[src/rtl/online_otf_converter_if.sv]
// online_otf_converter_if: signed-digit stream in, parallel two's-complement result out
interface online_otf_converter_if #(parameter int N = 8);
    logic       enable;
    logic       start;
    logic [1:0] digit_in;
    logic [N:0] result;
    logic       result_valid;
    logic       busy;
    logic       err;

    modport master (output enable, start, digit_in, input result, result_valid, busy, err);
    modport slave  (input enable, start, digit_in, output result, result_valid, busy, err);
endinterface

[src/rtl/online_otf_converter.sv]
// online_otf_converter: skips DELTA warm-up digits, then converts N signed digits on the fly to two's complement
module online_otf_converter #(
    parameter int N     = 8,
    parameter int DELTA = 3
) (
    input logic                   clk,
    input logic                   asyn_reset,
    online_otf_converter_if.slave bus
);
    localparam int CW = $clog2((N > DELTA ? N : DELTA) + 1);

    typedef enum logic [1:0] {IDLE, SKIP, CONV} state_t;

    state_t        state_q, state_d;
    logic [CW-1:0] cnt_q, cnt_d, cnt_b, cnt_inc;
    logic [N:0]    q_q, q_d, qm_q, qm_d, res_q, res_d;
    logic [N-1:0]  q_b, qm_b;
    logic          valid_q, valid_d, err_q, err_d;
    logic          do_skip, do_conv, plus, minus, illegal;

    // State and datapath registers; everything holds unless the next-state logic says otherwise
    always_ff @(posedge clk or negedge asyn_reset) begin
        if (!asyn_reset) begin
            state_q <= IDLE;
            cnt_q   <= '0;
            q_q     <= '0;
            qm_q    <= '1;
            res_q   <= '0;
            valid_q <= 1'b0;
            err_q   <= 1'b0;
        end else begin
            state_q <= state_d;
            cnt_q   <= cnt_d;
            q_q     <= q_d;
            qm_q    <= qm_d;
            res_q   <= res_d;
            valid_q <= valid_d;
            err_q   <= err_d;
        end
    end

    // Next state: a consumed start re-seeds Q/QM/counter and the same digit is processed as digit 1
    always_comb begin
        state_d = state_q;
        cnt_d   = cnt_q;
        q_d     = q_q;
        qm_d    = qm_q;
        res_d   = res_q;
        valid_d = 1'b0;
        err_d   = err_q;
        q_b     = bus.start ? '0 : q_q[N-1:0];
        qm_b    = bus.start ? '1 : qm_q[N-1:0];
        cnt_b   = bus.start ? '0 : cnt_q;
        cnt_inc = cnt_b + 1'b1;
        plus    = bus.digit_in == 2'b01;
        minus   = bus.digit_in == 2'b11;
        illegal = bus.digit_in == 2'b10;
        do_skip = bus.enable && (bus.start ? DELTA != 0 : state_q == SKIP);
        do_conv = bus.enable && (bus.start ? DELTA == 0 : state_q == CONV);
        if (bus.enable && bus.start) begin
            err_d = 1'b0;
            q_d   = '0;
            qm_d  = '1;
        end
        if (do_skip) begin
            state_d = (cnt_inc == CW'(DELTA)) ? CONV : SKIP;
            cnt_d   = (cnt_inc == CW'(DELTA)) ? '0 : cnt_inc;
        end
        if (do_conv) begin
            q_d   = minus ? {qm_b, 1'b1} : {q_b, plus};
            qm_d  = plus ? {q_b, 1'b0} : {qm_b, ~minus};
            err_d = (bus.start ? 1'b0 : err_q) | illegal;
            if (cnt_inc == CW'(N)) begin
                state_d = IDLE;
                cnt_d   = '0;
                res_d   = q_d;
                valid_d = 1'b1;
            end else begin
                state_d = CONV;
                cnt_d   = cnt_inc;
            end
        end
    end

    assign bus.result       = res_q;
    assign bus.result_valid = valid_q;
    assign bus.busy         = state_q != IDLE;
    assign bus.err          = err_q;
endmodule
[src/flat_wrapper.sv]
// flat-port wrapper written by rule: the top's interface ports become plain ports
module online_otf_converter_flat 
#(
    parameter int N     = 8,
    parameter int DELTA = 3
)
  (clk, asyn_reset, bus_enable, bus_start, bus_digit_in, bus_result, bus_result_valid, bus_busy, bus_err);
  online_otf_converter_if #(.N(N)) bus_i ();
  input logic clk;
  input logic asyn_reset;
  input wire logic [$bits(bus_i.enable)-1:0] bus_enable;
  input wire logic [$bits(bus_i.start)-1:0] bus_start;
  input wire logic [$bits(bus_i.digit_in)-1:0] bus_digit_in;
  output wire logic [$bits(bus_i.result)-1:0] bus_result;
  output wire logic [$bits(bus_i.result_valid)-1:0] bus_result_valid;
  output wire logic [$bits(bus_i.busy)-1:0] bus_busy;
  output wire logic [$bits(bus_i.err)-1:0] bus_err;
  assign bus_i.enable = bus_enable;
  assign bus_i.start = bus_start;
  assign bus_i.digit_in = bus_digit_in;
  assign bus_result = bus_i.result;
  assign bus_result_valid = bus_i.result_valid;
  assign bus_busy = bus_i.busy;
  assign bus_err = bus_i.err;
  online_otf_converter #(.N(N), .DELTA(DELTA)) u_core (.clk(clk), .asyn_reset(asyn_reset), .bus(bus_i));
endmodule
[config.mk]
export PLATFORM = sky130hd
export DESIGN_NAME = online_otf_converter_flat
export DESIGN_NICKNAME = d
export VERILOG_FILES = /design/src/rtl/online_otf_converter_if.sv /design/src/rtl/online_otf_converter.sv /design/src/flat_wrapper.sv
export SDC_FILE = /design/constraint.sdc
export NUM_CORES = 1
export LEC_CHECK = 0
export ABC_CLOCK_PERIOD_IN_PS = 4500
export BUFFER_PORTS_ARGS = -buffer_cell sky130_fd_sc_hd__buf_2
export CORE_UTILIZATION = 61
export CTS_BUF_LIST = sky130_fd_sc_hd__clkbuf_16
export DETAILED_ROUTE_END_ITERATION = 8
export PLACE_DENSITY_LB_ADDON = 0.08
export SYNTH_ARGS = -nofsm -noshare
export SYNTH_HDL_FRONTEND = slang
export SYNTH_SLANG_ARGS = --single-unit
[constraint.sdc]
create_clock -name clk -period 4.5 [get_ports clk]
set_input_delay 0.675 -clock clk [delete_from_list [all_inputs] [get_ports clk]]
set_output_delay 0.675 -clock clk [all_outputs]
set_load 0.05 [all_outputs]
==> metrics.txt, run 1 <==
status=complete, no violations; final setup vio count=0; die height=54.2 microns; Reg2Reg Capture Point=u_core.bus.result[0]$_DFFE_PN0P_; Hold Crit Class=input pin to async pin; leak pwr=0.840 nW; reg2reg setup slack=between 2 and 2.5 ns; Slew @ Worst Pin=0.700 ns; gpl congestion=about 0.77; Total Power=0.847 mW; CTS Buffer Depth=2; clk slew on worst S/H paths=approximately 0.05 ns; Most used DFF post-synth=dfrtp_1; I/O pin count=18; fin nets=~190; first-pass GRT wire length=between 4000 and 5000 microns; Skew-Pair Late Insertion Delay=roughly 0.27 ns; DR vias/cell=6.07; final worst-path cycle share=0.579; # clock sinks=33; Hold Fails Final Rpt=0; vias in the first global route=about 1,000; post-synth top area share=0.376; core area=approximately 2500 sq um; WHS=approximately 0.45 ns; final setup margin=about 1.9 ns; worst setup path class=input pin to flop; drt wl/cell=14.7 microns; Critical Path Source Type=input pin; Post-DRT Antenna Nets=0; most frequent cells in the layout=25 x dfrtp_1, 19 x nor2_1, 18 x o21ai_0, 17 x buf_2; Power Density=about 450 nW/um^2; Worst Reg-to-Reg Cells=3; post-synthesis sequential element count=33; post-route cell area=between 1500 and 2000 sq um; cell taking the most area after synthesis=dfrtp_1; Die Wd=54.2 microns; CTS tree=yes; max-cap viol count=0; DRC violation count after routing=0; Syn Nets=roughly 170; effective utilization at floorplan=0.660; RSZ-0062 raised after global routing=no; Via Count=between 1,000 and 1,500; Buffers on Ports=17; Worst IR Drop VDD=0.520 mV; Setup TNS Final=0 ns; TritonCTS buffer count=5; Synth Area per Inst=approximately 10 sq um; Worst path slowest cell=and4bb_1; Ant. Diodes=0; fraction of layout cells with a size suffix above 1=0.229; WP data required=4.65 ns; PostCTS Resize Cnt=0; arrival time worst endpoint=2.76 ns; CP max stage delay=0.75 ns; drt total wl=3080 microns; drt pass-1 iters=4; synthesized area=1660 sq um; post-cts hold buffer count=0; Syn. warnings=0; largest cells by area after synthesis=dfrtp_1 38%, dfstp_2 13%, o21ai_0 5.4%; Post-synth EDFFs=0; Slew Viols, Final=0; Synth Instances=between 150 and 200; gr usage total=0.245; clk root buf=clkbuf_16; most common cell after layout, fill and taps aside=dfrtp_1; largest net degree at the start of global routing=34; Placed Area=between 1500 and 2000 sq um; DR iter-0 viols=43; register area share after synthesis=0.502; initial antenna violation count=0; dpl hpwl=~2100 microns; die footprint=around 2900 sq um; CP Cell Sequence=buf_2 -> and4bb_1 -> nor3b_4 -> mux2_2; grt ovf=0; post-CTS setup buffers=0; P&R area growth vs syn=12.3%; post-layout min period=2.61 ns; Post-synth ARST share=1.00; Placement Setup Slack=between 1.5 and 2 ns; Site Rows=18; H-tree levels=2; R2R Path Start=u_core.state_q[0]$_DFFE_PN0P_; CP Capture Type=flop; Post-Route Skew=roughly 0.0036 ns; Max Clock Freq=between 0.3 and 0.4 GHz; Max-Slew Margin vs Limit=0.533; Yosys cell types=38; Worst Path Max Fanout=33
worst max path at each step:
stage | from | end | slack, ns
floorplan | bus_start | u_core.cnt_q[0]$_DFFE_PN0P_ | 2.58
global placement | bus_start | u_core.bus.result[1]$_DFFE_PN0P_ | 1.71
detailed placement | bus_start | u_core.bus.result[0]$_DFFE_PN0P_ | 1.61
CTS | bus_start | u_core.bus.result[0]$_DFFE_PN0P_ | 1.91
global route | bus_start | u_core.bus.result[1]$_DFFE_PN0P_ | 1.71
finish | bus_start | u_core.bus.result[0]$_DFFE_PN0P_ | 1.89
report_power, final:
group / leakage, nW / internal (mW) / switching [mW]
logic: 0.349 / 0.0682 / 0.0992
registers: 0.418 / 0.330 / 0.0425
clock network: 0.0738 / 0.198 / 0.109
total: 0.840 / 0.597 / 0.251
sequential cells by signal, summed over array words and instances, names as in the netlist:
register	flops
u_core.bus.err	1
u_core.bus.result	9
u_core.cnt_q	4
u_core.bus.result_valid	1
u_core.qm_q	8
u_core.state_q	2
u_core.q_q	8
cell usage after synthesis, types with 2 or more instances:
master / instances
dfrtp_1: 25
nand3b_1: 7
dfstp_2: 8
a31oi_1: 3
mux2_4: 6
mux2_2: 3
buf_6: 2
nor2_1: 19
nor2b_1: 3
a22o_1: 8
nand2_1: 12
o21a_1: 2
nand3_1: 2
clkbuf_1: 7
a21oi_1: 12
inv_1: 5
o21ai_0: 18
o21ai_1: 2
area by class of cell:
class | instances | area (sq um)
multi-input combinational | 116 | 756
inverter | 5 | 18.8
clock buffer | 5 | 125
clock inverter | 3 | 11.3
sequential | 33 | 836
tap | 30 | 37.5
timing repair buffer | 17 | 85.1
fill | 175 | 653
layer usage:
layer | part of all wire | global-route usage | vias to the layer above
met5 | 0 | 0 | -
met4 | 0.016 | 0.103 | 0
met3 | 0.069 | 0.0833 | 5
met2 | 0.44 | 0.311 | 46
met1 | 0.47 | 0.373 | 602
li1 | - | - | 615
critical path, delay by kind of cell:
| kind | cells | cell delay, ns |
|---|---|---|
| buf+inv | 1 | 0.26 |
| mux | 1 | 0.40 |
| simple gates | 2 | 1.41 |
metrics by stage:
step           instances   util
3_3_place_gp         201  0.687
5_1_grt              209  0.741
2_1_floorplan        164      -
3_5_place_dp         201  0.687
6_report             209  0.741
4_1_cts              209  0.741
cells by family after synthesis:
group,synth area share
and+or+nand+nor,0.162
AOI/OAI and AO/OA,0.205
buffers and inverters,0.0436
xor gates and xnor gates,0.00526
DFF,0.502
adders and majority gates,0.00752
muxes,0.0744
(Power assumes the default switching activity.)
==> run 2: changes to the inputs <==
--- a/config.mk
+++ b/config.mk
@@ -5,9 +5,9 @@
 export SDC_FILE = /design/constraint.sdc
 export NUM_CORES = 1
 export LEC_CHECK = 0
-export ABC_CLOCK_PERIOD_IN_PS = 4500
+export ABC_CLOCK_PERIOD_IN_PS = 2400
 export BUFFER_PORTS_ARGS = -buffer_cell sky130_fd_sc_hd__buf_2
-export CORE_UTILIZATION = 61
+export CORE_UTILIZATION = 57
 export CTS_BUF_LIST = sky130_fd_sc_hd__clkbuf_16
 export DETAILED_ROUTE_END_ITERATION = 8
 export PLACE_DENSITY_LB_ADDON = 0.08
==> constraint.sdc (replaced) <==
create_clock -name clk -period 2.4 [get_ports clk]
set_input_delay 0.36 -clock clk [delete_from_list [all_inputs] [get_ports clk]]
set_output_delay 0.36 -clock clk [all_outputs]
set_load 0.05 [all_outputs]
==> metrics.txt, run 2 (same netlist as run 1, synthesis figures left out) <==
status=complete, no violations; Met1 Routed Length=1620 microns (+11%); Post-Route Skew=0.00519 ns (+0.00159 ns); first-pass GRT wire length=5490 microns (+12%); met2 WL=1520 microns (+12%); Worst Path Max Fanout=33 (unchanged); Ant. Diodes=0 (unchanged); top layer in use=met4; initial antenna violation count=0 (unchanged); post-layout min period=roughly 1.8 ns; RSZ-0062 raised after global routing=no; fin nets=187 (+1.1%); leak pwr=0.860 nW (+2.3%); largest net degree at the start of global routing=34 (unchanged); Slew @ Worst Pin=0.723 ns (+0.0225 ns); clk root buf=clkbuf_16; Hold Crit Class=input pin to async pin; max-cap viol count=0 (unchanged); Buffers on Ports=17 (unchanged); effective utilization at floorplan=0.603 (-0.0563); Hold Fails Final Rpt=0 (unchanged); Worst IR Drop VDD=0.827 mV (+59%); core area=2760 sq um (+9.3%); drt wl/cell=15.6 microns (+6.1%); die footprint=3140 sq um (+6.7%); grt ovf=0 (unchanged); arrival time worst endpoint=1.95 ns (-0.81 ns); vias in the first global route=1,192 (+15%); Worst Reg-to-Reg Cells=6 (+3); # clock sinks=33 (unchanged); CTS Buffer Depth=2 (unchanged); reg2reg setup slack=0.67 ns (-1.49 ns); fraction of layout cells with a size suffix above 1=0.243 (+0.0140); DR vias/cell=6.09 (+0.37%); Skew-Pair Late Insertion Delay=0.27 ns (about the same); Reg2Reg Capture Point=u_core.cnt_q[0]$_DFFE_PN0P_; Critical Path Source Type=input pin; post-cts hold buffer count=0 (unchanged); dpl hpwl=2210 microns (+3.3%); Post-DRT Antenna Nets=0 (unchanged); met3 routed WL=147 microns (-31%); I/O pin count=18 (unchanged); R2R Path Start=u_core.cnt_q[0]$_DFFE_PN0P_; Site Rows=19 (+1); Max-Slew Margin vs Limit=0.518 (-0.0150); PostCTS Resize Cnt=0 (unchanged); Max Clock Freq=0.552 GHz; final worst-path cycle share=0.755; final setup vio count=0 (unchanged); H-tree levels=2 (unchanged); Placed Area=1750 sq um (+0.94%); CTS tree=yes; most frequent cells in the layout=25 x dfrtp_1, 19 x nor2_1, 18 x o21ai_0, 17 x buf_2; CP Capture Type=flop; max reg flops=9 (unchanged); Slew Viols, Final=0 (unchanged); post-route cell area=1910 sq um (+2.3%); worst setup path class=input pin to flop; DRC violation count after routing=0 (unchanged); clk slew on worst S/H paths=0.05 ns (about the same); final setup margin=0.588 ns (-1.30 ns); CP startpoint=bus_start; Setup TNS Final=0 ns (unchanged); drt total wl=3310 microns (+7.6%); P&R area growth vs syn=14.9%; WP data required=2.54 ns (-2.11 ns); Total Power=1.72 mW (+100%); gpl congestion=0.763 (-0.42%); drt pass-1 iters=4 (unchanged); gr usage total=0.227 (-0.0181); TritonCTS buffer count=5 (unchanged); Placement Setup Slack=0.353 ns (-1.26 ns); most common cell after layout, fill and taps aside=dfrtp_1; Power Density=901 nW/um^2 (+99%); die height=56.0 microns (+3.3%); post-CTS setup buffers=0 (unchanged); Die Wd=56.0 microns (+3.3%); Via Count=1,291 (+1.8%); DR iter-0 viols=58 (+35%)
-- run 2: critical path, stage by stage --
cell and delay (ns):
buf_2 0.42, nor2b_1 0.13, inv_1 0.10, ha_1 0.24, inv_1 0.07, o311ai_0 0.48, o21ai_0 0.14
-- run 2: per-layer routing --
| layer | vias up | global-route usage |
|---|---|---|
| met5 | - | 0 |
| met4 | 0 | 0.0801 |
| met3 | 5 | 0.0581 |
| met2 | 40 | 0.332 |
| met1 | 617 | 0.329 |
| li1 | 629 | - |
-- run 2: through the flow --
stage               hold WS, ns  instances   util
finish                    0.140        212  0.693
global route              0.192        212  0.693
CTS                       0.163        212  0.693
detailed placement        0.452        204  0.634
global placement          0.438        204  0.634
floorplan                0.0644        164      -
-- run 2: area by class of cell --
cell class              count  area (sq um)
multi-input cells         116           756
clock inverters             3          37.5
clock buffers               5           125
fillers                   196           846
flip-flops and latches     33           836
inverters                   5          18.8
repair buffers             19           100
well taps                  31          38.8
-- run 2: how the worst max path moves through the flow --
| stage | end | slack (ns) | depth (start not counted) |
|---|---|---|---|
| finish | u_core.cnt_q[0]$_DFFE_PN0P_ | 0.59 | 7 |
| global route | u_core.cnt_q[0]$_DFFE_PN0P_ | 0.40 | 7 |
| CTS | u_core.cnt_q[0]$_DFFE_PN0P_ | 0.63 | 7 |
| detailed placement | u_core.cnt_q[0]$_DFFE_PN0P_ | 0.35 | 7 |
| global placement | u_core.cnt_q[0]$_DFFE_PN0P_ | 0.46 | 7 |
| floorplan | u_core.bus.result[2]$_DFFE_PN0P_ | 0.77 | 5 |
-- run 2: where the power goes --
part           switching [mW]  leakage, nW  internal [mW]
Combinational           0.194        0.359          0.129
Clock                   0.217       0.0826          0.481
Sequential             0.0817        0.418          0.619
Total                   0.493        0.860           1.23
==> run 3: changes to the inputs <==
--- a/config.mk
+++ b/config.mk
@@ -5,9 +5,9 @@
 export SDC_FILE = /design/constraint.sdc
 export NUM_CORES = 1
 export LEC_CHECK = 0
-export ABC_CLOCK_PERIOD_IN_PS = 2400
+export ABC_CLOCK_PERIOD_IN_PS = 1600
 export BUFFER_PORTS_ARGS = -buffer_cell sky130_fd_sc_hd__buf_2
-export CORE_UTILIZATION = 57
+export CORE_UTILIZATION = 52
 export CTS_BUF_LIST = sky130_fd_sc_hd__clkbuf_16
 export DETAILED_ROUTE_END_ITERATION = 8
 export PLACE_DENSITY_LB_ADDON = 0.08
==> constraint.sdc (replaced) <==
create_clock -name clk -period 1.6 [get_ports clk]
set_input_delay 0.24 -clock clk [delete_from_list [all_inputs] [get_ports clk]]
set_output_delay 0.24 -clock clk [all_outputs]
set_load 0.05 [all_outputs]
==> metrics.txt, run 3 (same netlist as run 1, synthesis figures left out) <==
# clock sinks=33 (unchanged); clk slew on worst S/H paths=0.05 ns (about the same); Worst IR Drop VDD=0.601 mV (-27%); CP Cell Sequence=and4bb_1 -> nor3b_4 -> buf_4 -> mux2_4; DR iter-0 viols=81 (+40%); Slew Viols, Final=0 (unchanged); final setup vio count=0 (unchanged); TritonCTS buffer count=5 (unchanged); DR vias/cell=5.48 (-10%); Buffers on Ports=17 (unchanged); post-layout min period=1.54 ns; I/O pin count=18 (unchanged); Post-DRT Antenna Nets=0 (unchanged); first-pass GRT wire length=5580 microns (+1.6%); Hold Fails Final Rpt=0 (unchanged); Max-Slew Margin vs Limit=0.697 (+0.179); fraction of layout cells with a size suffix above 1=0.311 (+0.0678); worst setup path class=flop to flop; max-cap viol count=0 (unchanged); die height=58.6 microns (+4.5%); leak pwr=0.913 nW (+6.2%); most frequent cells in the layout=24 x dfrtp_1, 19 x nor2_1, 18 x o21ai_0, 17 x buf_2; Worst path slowest cell=dfrtp_2; largest net degree at the start of global routing=20 (-41%); CTS Buffer Depth=2 (unchanged); fin nets=199 (+6.4%); Ant. Diodes=0 (unchanged); gpl congestion=0.779 (+2.1%); Power Density=1250 nW/um^2 (+39%); Post-Layout Cell Count=237 (+12%); drt wl/cell=13.8 microns (-11%); most common cell after layout, fill and taps aside=dfrtp_1; max reg flops=9 (unchanged); Die Wd=58.6 microns (+4.5%); P&R area growth vs syn=21.7%; Worst Reg-to-Reg Cells=4 (-2); Worst Path Max Fanout=9 (-73%); arrival time worst endpoint=1.69 ns (-0.26 ns); Max Clock Freq=around 0.65 GHz; die footprint=3430 sq um (+9.3%); Hold Crit Class=input pin to flop; Slew @ Worst Pin=0.453 ns (-0.269 ns); clk root buf=clkbuf_16; WP data required=1.76 ns (-0.78 ns); H-tree levels=2 (unchanged); Via Count=1,298 (+0.54%); vias in the first global route=1,209 (+1.4%); CP max stage delay=0.42 ns (-0.06 ns); Setup TNS Final=0 ns (unchanged); Total Power=2.54 mW (+48%); CP Capture Type=flop; placed cell count=227 (+11%); Site Rows=20 (+1); DRC violation count after routing=0 (unchanged); dpl hpwl=2360 microns (+6.8%); status=complete, no violations; drt total wl=3280 microns (-0.94%); Skew-Pair Late Insertion Delay=0.27 ns (about the same); final worst-path cycle share=0.960; Critical Path Source Type=flop; hold path cells=2; core area=3050 sq um (+11%); drt pass-1 iters=4 (unchanged); Post-Route Skew=0.00321 ns (-0.00197 ns); effective utilization at floorplan=0.545 (-0.0584); CTS tree=yes; grt ovf=0 (unchanged); RSZ-0062 raised after global routing=no; gr usage total=0.219 (-0.00849); initial antenna violation count=0 (unchanged)
-- run 3: final timing paths --
path | end | slack, ns | start
max in group asynchronous | u_core.qm_q[4]$_DFFE_PN1P_ | 0.66 | asyn_reset
worst min register to register | u_core.bus.result[1]$_DFFE_PN0P_ | 0.50 | u_core.bus.result[1]$_DFFE_PN0P_
worst max register to register | u_core.bus.result[4]$_DFFE_PN0P_ | 0.06 | u_core.state_q[1]$_DFFE_PN0P_
worst min-delay path | u_core.qm_q[0]$_DFFE_PN1P_ | 0.18 | bus_digit_in[0]
min in group asynchronous | u_core.cnt_q[2]$_DFFE_PN0P_ | 0.43 | asyn_reset
worst max-delay path | u_core.bus.result[4]$_DFFE_PN0P_ | 0.06 | u_core.state_q[1]$_DFFE_PN0P_
-- run 3: what timing repair did --
action	CTS	global route
buffers inserted	0	1
hold endpoints to repair	11	0
gates resized for setup	0	5
hold buffers	1	0
endpoints found under the setup margin	0	18
-- run 3: critical path: cells and delay by family (launching register included) --
kind | cells | cell delay (ns)
AND/OR/NAND/NOR | 2 | 0.47
flip-flops | 1 | 0.42
multiplexers | 1 | 0.31
buffers and inverters | 1 | 0.22
-- run 3: area by class of cell --
type	instances	area, sq um
flip-flops and latches	33	837
multi-input cells	116	767
repair buffers	31	205
clock buffers	5	125
clock inverters	3	17.5
fillers	249	1030
inverters	5	18.8
well taps	44	55.1
-- run 3: stage by stage --
stage	utilization	area, sq um	hold slack, ns	worst slack [ns]
global placement	0.607	1850	0.189	0.0761
CTS	0.657	2010	0.175	0.000834
global route	0.664	2030	0.209	0.00854
finish	0.664	2030	0.178	0.0646
detailed placement	0.607	1850	0.194	0.0196
floorplan	-	1660	-0.0556	-0.0125
-- run 3: report_power, final --
part	switching (mW)	leakage [nW]	total, mW	internal [mW]
sequential	0.107	0.416	1.04	0.932
combinational	0.325	0.427	0.608	0.283
clock	0.325	0.0696	0.894	0.568
total	0.758	0.913	2.54	1.78
-- run 3: metal layers --
| layer | track usage | part of all wire | up-vias |
|---|---|---|---|
| met4 | 0.0986 | 0.018 | 0 |
| met5 | 0 | 0 | - |
| met1 | 0.296 | 0.48 | 612 |
| met3 | 0.0593 | 0.057 | 7 |
| met2 | 0.330 | 0.44 | 36 |
| li1 | - | - | 643 |
